$ cat config.mk
export PLATFORM = sky130hd
export DESIGN_NAME = lzc_share_ctrl
export DESIGN_NICKNAME = d
export VERILOG_FILES = /design/src/rtl/fp_lzc_pkg.sv /design/src/rtl/lzc_seg_enc.sv /design/src/rtl/lzc_share_ctrl.sv
export SDC_FILE = /design/constraint.sdc
export NUM_CORES = 1
export LEC_CHECK = 0
export ABC_AREA = 1
export CAP_MARGIN = 10
export CELL_PAD_IN_SITES_DETAIL_PLACEMENT = 0
export CELL_PAD_IN_SITES_GLOBAL_PLACEMENT = 1
export CORE_UTILIZATION = 29
export DETAILED_ROUTE_END_ITERATION = 10
export PLACE_DENSITY = 0.84
export SYNTH_ARGS = -nofsm -noshare
export SYNTH_HDL_FRONTEND = slang
export SYNTH_SLANG_ARGS = --single-unit
$ cat constraint.sdc
create_clock -name clk -period 1.55 [get_ports clk]
set_clock_uncertainty 0.2 [all_clocks]
set_input_delay 0.31 -clock clk [delete_from_list [all_inputs] [get_ports clk]]
set_output_delay 0.31 -clock clk [all_outputs]
set_load 0.02 [all_outputs]
$ cat src/rtl/fp_lzc_pkg.sv
// fp_lzc_pkg: shared defaults, FSM states and index type for the shared leading-one detector
package fp_lzc_pkg;
  localparam int DEF_DATA_W = 32;
  localparam int DEF_SEG_W = 8;
  localparam int IDX_W = $clog2(DEF_DATA_W) + 1;
  typedef enum logic [1:0] {IDLE, SCAN, DONE} lzc_state_t;
  typedef logic [IDX_W-1:0] lzc_idx_t;
  localparam lzc_idx_t LZC_NONE = '1;
endpackage

$ cat src/rtl/lzc_seg_enc.sv
// lzc_seg_enc: combinational highest-one encoder for one SEG_W-bit segment
module lzc_seg_enc #(
  parameter int SEG_W = 8,
  localparam int LW = SEG_W > 1 ? $clog2(SEG_W) : 1
) (
  input  logic [SEG_W-1:0] seg_bits,
  output logic [LW-1:0]    loc,
  output logic             hit
);
  always_comb begin
    loc = '0;
    for (int i = 0; i < SEG_W; i++) if (seg_bits[i]) loc = LW'(i);
  end
  assign hit = |seg_bits;
endmodule

$ cat src/rtl/lzc_share_ctrl.sv
// lzc_share_ctrl: round-robin shared segmented leading-one detector (LZC_EARLY_EXIT_EN stops at first hit)
module lzc_share_ctrl
  import fp_lzc_pkg::*;
#(
  parameter int DATA_W = DEF_DATA_W,
  parameter int SEG_W = DEF_SEG_W,
  localparam int NSEG = DATA_W / SEG_W,
  localparam int IDX_W = $clog2(DATA_W) + 1
) (
  input  logic                clk,
  input  logic                reset,
  input  logic [1:0]          req_valid,
  input  logic [2*DATA_W-1:0] req_data,
  output logic [1:0]          req_ready,
  output logic                rsp_valid,
  input  logic                rsp_ready,
  output logic                rsp_id,
  output logic [IDX_W-1:0]    rsp_idx,
  output logic                rsp_zero,
  output logic                busy
);
  localparam int SW = NSEG > 1 ? $clog2(NSEG) : 1;
  localparam int LW = SEG_W > 1 ? $clog2(SEG_W) : 1;
`ifdef LZC_EARLY_EXIT_EN
  localparam bit EARLY = 1'b1;
`else
  localparam bit EARLY = 1'b0;
`endif
  lzc_state_t        state;
  logic [DATA_W-1:0] op;
  logic [SW-1:0]     seg;
  logic              hit, rr_ptr, seg_hit, scan_end;
  logic [LW-1:0]     loc;
  logic [1:0]        gnt;
  logic [SEG_W-1:0]  seg_bits;
  logic [IDX_W-1:0]  seg_idx;
  always_comb begin
    gnt[0] = req_valid[0] && (!rr_ptr || !req_valid[1]);
    gnt[1] = req_valid[1] && (rr_ptr || !req_valid[0]);
  end
  assign req_ready = (state == IDLE && !reset) ? gnt : 2'b00;
  assign seg_bits = op[seg*SEG_W +: SEG_W];
  assign seg_idx = IDX_W'(seg) * IDX_W'(SEG_W) + IDX_W'(loc);
  assign scan_end = (seg == '0) || (EARLY && seg_hit);
  lzc_seg_enc #(.SEG_W(SEG_W)) u_enc (
    .seg_bits(seg_bits),
    .loc(loc),
    .hit(seg_hit)
  );
  always_ff @(posedge clk) begin
    if (reset) begin
      state <= IDLE;
      op <= '0;
      seg <= '0;
      hit <= 1'b0;
      rr_ptr <= 1'b0;
      rsp_valid <= 1'b0;
      rsp_id <= 1'b0;
      rsp_idx <= '1;
      rsp_zero <= 1'b0;
      busy <= 1'b0;
    end else begin
      case (state)
        IDLE: if (|gnt) begin
          op <= gnt[1] ? req_data[2*DATA_W-1:DATA_W] : req_data[DATA_W-1:0];
          rsp_id <= gnt[1];
          seg <= SW'(NSEG - 1);
          hit <= 1'b0;
          rsp_idx <= '1;
          busy <= 1'b1;
          state <= SCAN;
        end
        SCAN: begin
          // only the first nonzero segment (scanning MSB-first) holds the answer
          if (seg_hit && !hit) begin
            rsp_idx <= seg_idx;
            hit <= 1'b1;
          end
          if (scan_end) begin
            rsp_zero <= !(hit || seg_hit);
            rsp_valid <= 1'b1;
            state <= DONE;
          end else seg <= seg - SW'(1);
        end
        DONE: if (rsp_ready) begin
          rsp_valid <= 1'b0;
          busy <= 1'b0;
          rr_ptr <= !rsp_id;
          state <= IDLE;
        end
        default: state <= IDLE;
      endcase
    end
  end
endmodule
== Word-level counts from Yosys, hierarchy flattened ==
Index checks and enable logic that the tools add are counted.

* Reductions and logical operators: 29
* Divide/modulo/power cells: 0
* Multiply operators: 0
* Eq/ne operators: 7
* Bitwise logic cells: 0
* Multiplexer cells: 27
* $lt $le $gt $ge: 0
* Add/sub/neg operators: 2
* Shifts and indexed selects: 1

{| class="wikitable"
|+ Operators with widths
! kind !! count
|-
| two-way mux 32 bit || 1
|-
| variable part select 32 x 6 -> 8 bit || 1
|-
| two-way mux 2 bit || 8
|-
| AND reduction 3 bit || 5
|-
| two-way mux 3 bit || 4
|-
| two-way mux 6 bit || 2
|-
| one-hot mux 6 bit (2 select lines) || 1
|-
| != test 2 bit (second input constant) || 4
|-
| OR reduction 8 bit || 1
|-
| zero test 1 bit || 7
|-
| adder 5 x 3 -> 6 bit || 1
|-
| two-way mux 1 bit || 6
|-
| one-hot mux 1 bit (2 select lines) || 3
|-
| one-hot mux 2 bit (3 select lines) || 1
|-
| AND reduction 2 bit || 3
|-
| nonzero test 2 bit || 3
|-
| logical AND 1 bit || 4
|-
| zero test 2 bit || 2
|-
| one-hot mux 2 bit (2 select lines) || 1
|-
| logical OR 1 bit || 3
|-
| equality test 2 x 1 -> 1 bit (second input constant) || 1
|-
| equality test 2 bit (second input constant) || 1
|-
| != test 2 x 1 -> 1 bit (second input constant) || 1
|-
| OR reduction 2 bit || 1
|-
| subtractor 2 x 1 -> 2 bit (second input constant) || 1
|}

* Logic and storage cells: 76
* RAM bits: 0
* Output and inout bits: 12
* Flip-flop bits (word level): 48
* Bits in read-only memories: 0
* Latch bits: 0
* Memories kept: 0

== Logic depth before layout (Yosys ltp) ==
* Word-level depth: 11
* Mapped depth: 14
* Mapped depth without buffers: 13

== By module ==
Synthesis repeated with hierarchy kept, for this count alone.

* Cell total of the unflattened synthesis: 438
* Area, all modules: 2882.8 µm²

{| class="wikitable"
|+ Modules (own cells, without submodules)
! module !! cells an instance !! sequential area each (µm²) !! area each (µm²) !! instances
|-
| lzc_share_ctrl || 418 || 960.9 || 2805.2 || 1
|-
| lzc_seg_enc || 20 || 0.0 || 77.6 || 1
|}

== Worst setup path before layout ==
OpenSTA, ideal clock, no wires.

* Path type: input port to output port
* Start: in reset
* End: out req_ready[0]
* Data arrival time: 1.432 ns
* Path buffers: 2
* Slack: -0.392 ns
* Stages on the path: 5
* Path through: clkbuf_1 > inv_1 > clkbuf_1 > nand2_1 > a211oi_1

* Word-level cells in the longest chain between the ends: 3

{| class="wikitable"
|+ RTL lines
! item !! line !! RTL
|-
| start, declared || lzc_share_ctrl.sv:11 || <nowiki>input logic reset,</nowiki>
|-
| zero test 1 bit || lzc_share_ctrl.sv:41 || <nowiki>assign req_ready = (state == IDLE && !reset) ? gnt : 2'b00;</nowiki>
|-
| logical AND 1 bit || lzc_share_ctrl.sv:41 ||
|-
| two-way mux 2 bit || lzc_share_ctrl.sv:41 ||
|-
| end, declared || lzc_share_ctrl.sv:14 || <nowiki>output logic [1:0] req_ready,</nowiki>
|}

Every way passes these cells.

== Worst setup path after layout ==
* Start: reg seg[0]
* End: reg rsp_idx[0]

* Word-level cells in the longest chain between the ends: 11

{| class="wikitable"
|+ RTL lines
! item !! line !! RTL
|-
| start, declared || lzc_share_ctrl.sv:31 || <nowiki>logic [SW-1:0] seg;</nowiki>
|-
| start signal, assigned || lzc_share_ctrl.sv:67 || <nowiki>seg <= SW'(NSEG - 1);</nowiki>
|-
| start signal, assigned || lzc_share_ctrl.sv:83 || <nowiki>end else seg <= seg - SW'(1);</nowiki>
|-
| variable part select 32 x 6 -> 8 bit (*) || lzc_share_ctrl.sv:42 || <nowiki>assign seg_bits = op[seg*SEG_W +: SEG_W];</nowiki>
|-
| two-way mux 1 bit || lzc_seg_enc.sv:12 || <nowiki>for (int i = 0; i < SEG_W; i++) if (seg_bits[i]) loc = LW'(i);</nowiki>
|-
| two-way mux 2 bit (2 in a row) || lzc_seg_enc.sv:12 ||
|-
| two-way mux 3 bit (4 in a row) || lzc_seg_enc.sv:12 ||
|-
| adder 5 x 3 -> 6 bit || lzc_share_ctrl.sv:43 || <nowiki>assign seg_idx = IDX_W'(seg) * IDX_W'(SEG_W) + IDX_W'(loc);</nowiki>
|-
| two-way mux 6 bit || lzc_share_ctrl.sv:75 || <nowiki>if (seg_hit && !hit) begin</nowiki>
|-
| one-hot mux 6 bit (2 select lines) || lzc_share_ctrl.sv:63 || <nowiki>case (state)</nowiki>
|-
| end signal, assigned || lzc_share_ctrl.sv:76 || <nowiki>rsp_idx <= seg_idx;</nowiki>
|-
| end, declared || lzc_share_ctrl.sv:18 || <nowiki>output logic [IDX_W-1:0] rsp_idx,</nowiki>
|}

Every way passes the cells marked *; elsewhere a longest branch is shown, timed or not. The select of a mux whose other input is x is not followed.
A chain may end at the register's enable or synchronous reset.

==> reports/summary.json <==
{
  "run_status": {"value": "finished, violations left"},
  "failed_checks": {"value": "setup timing"},
  "first_pass_iters": {"value": 4},
  "yosys.area.top_type": {"value": "dfxtp_1"},
  "cp_cell_sequence": {"value": "buf_12 > nand2_2 > nand3_2 > nand2_2 > nand2_4 > nor2_8 > nand2_2 > nand2_2 > nand2_4 > nand2_8 > nand2_4 > nand3_2"},
  "synth.cell_area": {"value": 2580, "unit": "sq um"},
  "vdd.ir_drop.worst": {"value": 0.670, "unit": "mV"},
  "final.fill_count": {"value": 812},
  "timing.final.hold_violations": {"value": 0},
  "core_area": {"value": 8680, "unit": "sq um"},
  "synth_adder_area_share": {"value": 0.00486},
  "postLayoutCoreUtil": {"value": 0.539},
  "routed_wire_length_per_instance": {"value": 14.6, "unit": "um"},
  "wire_length_of_the_first_global_routing_pass": {"value": 13000, "unit": "um"},
  "pin_count": {"value": 81},
  "synth-warning-count": {"value": 0},
  "first_global_vias": {"value": 2888},
  "floorplan.die_area": {"value": 9260, "unit": "sq um"},
  "diodes": {"value": 0},
  "die_width": {"value": 96.3, "unit": "um"},
  "clock_transition_at_the_registers_of_the_reported_paths": {"value": 0.09, "unit": "ns"},
  "cts-root-to-sink-buffers": {"value": 2},
  "min_hold_slack": {"value": 0.255, "unit": "ns"},
  "yosys.cell_types.count": {"value": 28},
  "remaining_drc_errors": {"value": 0},
  "layout_common_cells": {"value": "65 x clkdlybuf4s50_1, 57 x nand2_1, 44 x buf_4"},
  "gp_routability_congestion": {"value": 0.806},
  "dominant_cells_by_area_after_synthesis": {"value": "dfxtp_1 37%, nand2_1 13%, nand3_1 10%"},
  "die_h": {"value": 96.3, "unit": "um"},
  "reg2reg_from": {"value": "seg[0]"},
  "min_delay_path_depth": {"value": 2},
  "multi_input_area": {"value": 1750, "unit": "sq um"},
  "yosysSeqAreaShare": {"value": 0.373},
  "finalWorstPathRequiredPeriod": {"value": 1.80, "unit": "ns"},
  "antenna_found_initial": {"value": 0},
  "cp.buffers_inverters": {"value": 1},
  "period_utilisation_layout": {"value": 1.16},
  "detail_route.wirelength": {"value": 8710, "unit": "um"},
  "drive_above_1_share": {"value": 0.386},
  "cellLeakagePower": {"value": 2.04, "unit": "nW"},
  "timing_worst_slew_pin_value": {"value": 0.372, "unit": "ns"},
  "gr-total-overflow": {"value": 0},
  "num_rows": {"value": 34},
  "cap_viol_max_count": {"value": 0},
  "io_buffers": {"value": 80},
  "dr_total_vias": {"value": 2967},
  "post_synth_mux_area_share": {"value": 0},
  "clock_tree.root_cell": {"value": "clkbuf_8"},
  "min_to": {"value": "rsp_idx[5]"},
  "post_synth_net_total": {"value": 426},
  "cts-buffers-inserted": {"value": 5},
  "final-setup-viol-count": {"value": 44},
  "achievable-frequency": {"value": 555, "unit": "MHz"},
  "worst_path_largest_cell_delay": {"value": 0.43, "unit": "ns"},
  "final-max-slew-violation-count": {"value": 0},
  "layout.cells.most_common": {"value": "clkdlybuf4s50_1"},
  "synth_xor_xnor_area_share": {"value": 0},
  "start_kind": {"value": "register"},
  "grt_start_max_net_pins": {"value": 40},
  "timing.hold.worst.class": {"value": "register to register"},
  "groute.usage.overall": {"value": 0.186},
  "crit_path_end_kind": {"value": "register"},
  "worst_ep_arrival_time": {"value": 1.80, "unit": "ns"},
  "worst-endpoint-required": {"value": 1.55, "unit": "ns"},
  "timing_worst_setup_path_type": {"value": "register to register"},
  "power.density": {"value": 1100, "unit": "nW/um^2"},
  "fin_nets": {"value": 559},
  "cp_common_cell": {"value": "nand2_2"},
  "post_synth_and_or_nand_nor_area_fraction": {"value": 0.354},
  "seq_area": {"value": 972, "unit": "sq um"},
  "reg2reg_depth": {"value": 12},
  "critPathTopFamily": {"value": "simple AND/OR/NAND/NOR gates"},
  "cts.sinks": {"value": 48},
  "clock_h_tree_levels": {"value": 2},
  "synth_top_family_by_area": {"value": "simple AND/OR/NAND/NOR gates"},
  "crit_slowest_cell": {"value": "dfxtp_4"},
  "total_of_flip_flops_plus_latches_after_synthesis": {"value": 48},
  "worst_r2r_endpoint": {"value": "rsp_idx[0]"},
  "insertion_delay": {"value": 0.30, "unit": "ns"},
  "drt.antenna.violating_nets": {"value": 0},
  "synth_area_per_cell": {"value": 7.24, "unit": "sq um"},
  "initial_utilization": {"value": 0.297},
  "area_growth": {"value": 81.4, "unit": "%"},
  "setup_slack": {"value": -0.252, "unit": "ns"},
  "synthesis.instances": {"value": 356},
  "worstPathMaxFanout": {"value": 8},
  "grt_setup_unrepaired": {"value": "yes"},
  "dp_hpwl": {"value": 5410, "unit": "um"},
  "hold_buffers": {"value": 0},
  "viasPerCell": {"value": 4.96},
  "netlist.area_leader.share": {"value": 0.373},
  "relSlewSlack": {"value": 0.751},
  "dr.first_iter.drc_count": {"value": 87},
  "worstHoldStart": {"value": "rsp_idx[5]"},
  "synth_compound_area_frac": {"value": 0.180},
  "clock_tree_from_tritoncts": {"value": "built"},
  "r2r_slack": {"value": -0.25, "unit": "ns"}
}
layout make-up:
class                           instances  share of cell area
Multi-Input combinational cell        263               0.374
Timing Repair Buffer                  153               0.345
Sequential cell                        48               0.208
Tap cell                              108              0.0289
Inverter                               18              0.0214
Clock buffer                            6              0.0155
Clock inverter                          2             0.00749
worst max-delay path by stage:
stage / start / to / slack, ns / cells after the start
after floorplan: seg[0] / rsp_idx[1] / -0.06 / 12
after global placement: reset / req_ready[1] / -0.68 / 6
after detailed placement: req_valid[1] / req_ready[1] / -0.73 / 4
after CTS: seg[0] / rsp_idx[0] / -0.23 / 12
after global routing: seg[0] / rsp_idx[0] / -0.33 / 12
final: seg[0] / rsp_idx[0] / -0.25 / 12
logic make-up after synthesis:
| kind of cell | Yosys count |
|---|---|
| simple gates | 181 |
| compound gates | 81 |
| flops | 48 |
| buf+inv | 45 |
| fa+ha+maj | 1 |
registers in the layout, summed over array words and instances, names as in the netlist:
register,flops
state,2
busy,1
op,32
rsp_valid,1
rr_ptr,1
rsp_idx,6
hit,1
rsp_id,1
rsp_zero,1
seg,2
synthesized netlist by cell type, drive strengths merged:
cell type  instances
a21oi             11
buf               12
a31oi             32
nand4              1
nor2               7
o22ai              1
dfxtp             48
nand2            109
a211oi             1
inv               18
nand3b             2
o21ai             36
nand3             62
ha                 1
clkbuf            15
where the power goes:
group,switching (mW),internal (mW)
Combinational,1.24,1.39
Sequential,0.179,1.44
Clock,0.419,0.479
Total,1.84,3.31
stage by stage:
| stage | setup slack [ns] | total power [mW] | setup TNS [ns] | cell area [sq um] | cells |
|---|---|---|---|---|---|
| finish | -0.252 | 5.15 | -5.14 | 4670 | 598 |
| global route | -0.328 | 5.43 | -8.22 | 4670 | 598 |
| CTS | -0.225 | 4.82 | -3.17 | 4340 | 592 |
| detailed placement | -0.727 | 3.31 | -21.54 | 3720 | 557 |
| global placement | -0.680 | 3.28 | -20.72 | 3720 | 557 |
| floorplan | -0.0554 | 2.60 | -0.394 | 2620 | 356 |
what timing repair did:
item,in CTS,in global routing
endpoints found under the setup margin,54,53
gates resized for setup,75,92
buffers inserted,19,8
pin swaps,13,29
cloned,9,1
worst reg2reg max path, cell delays in order (launching register included):
cell,delay (ns)
dfxtp_4,0.43
buf_12,0.17
nand2_2,0.09
nand3_2,0.09
nand2_2,0.07
nand2_4,0.09
nor2_8,0.04
nand2_2,0.05
nand2_2,0.06
nand2_4,0.14
nand2_8,0.11
nand2_4,0.09
nand3_2,0.06
per-layer routing:
layer	vias up	global-route usage	part of all wire
met3	25	0.0292	0.036
met4	0	0.0821	0.037
met5	-	0	0
met2	71	0.359	0.54
li1	1481	-	-
met1	1390	0.194	0.39
Power figures use the tool's default switching activity.
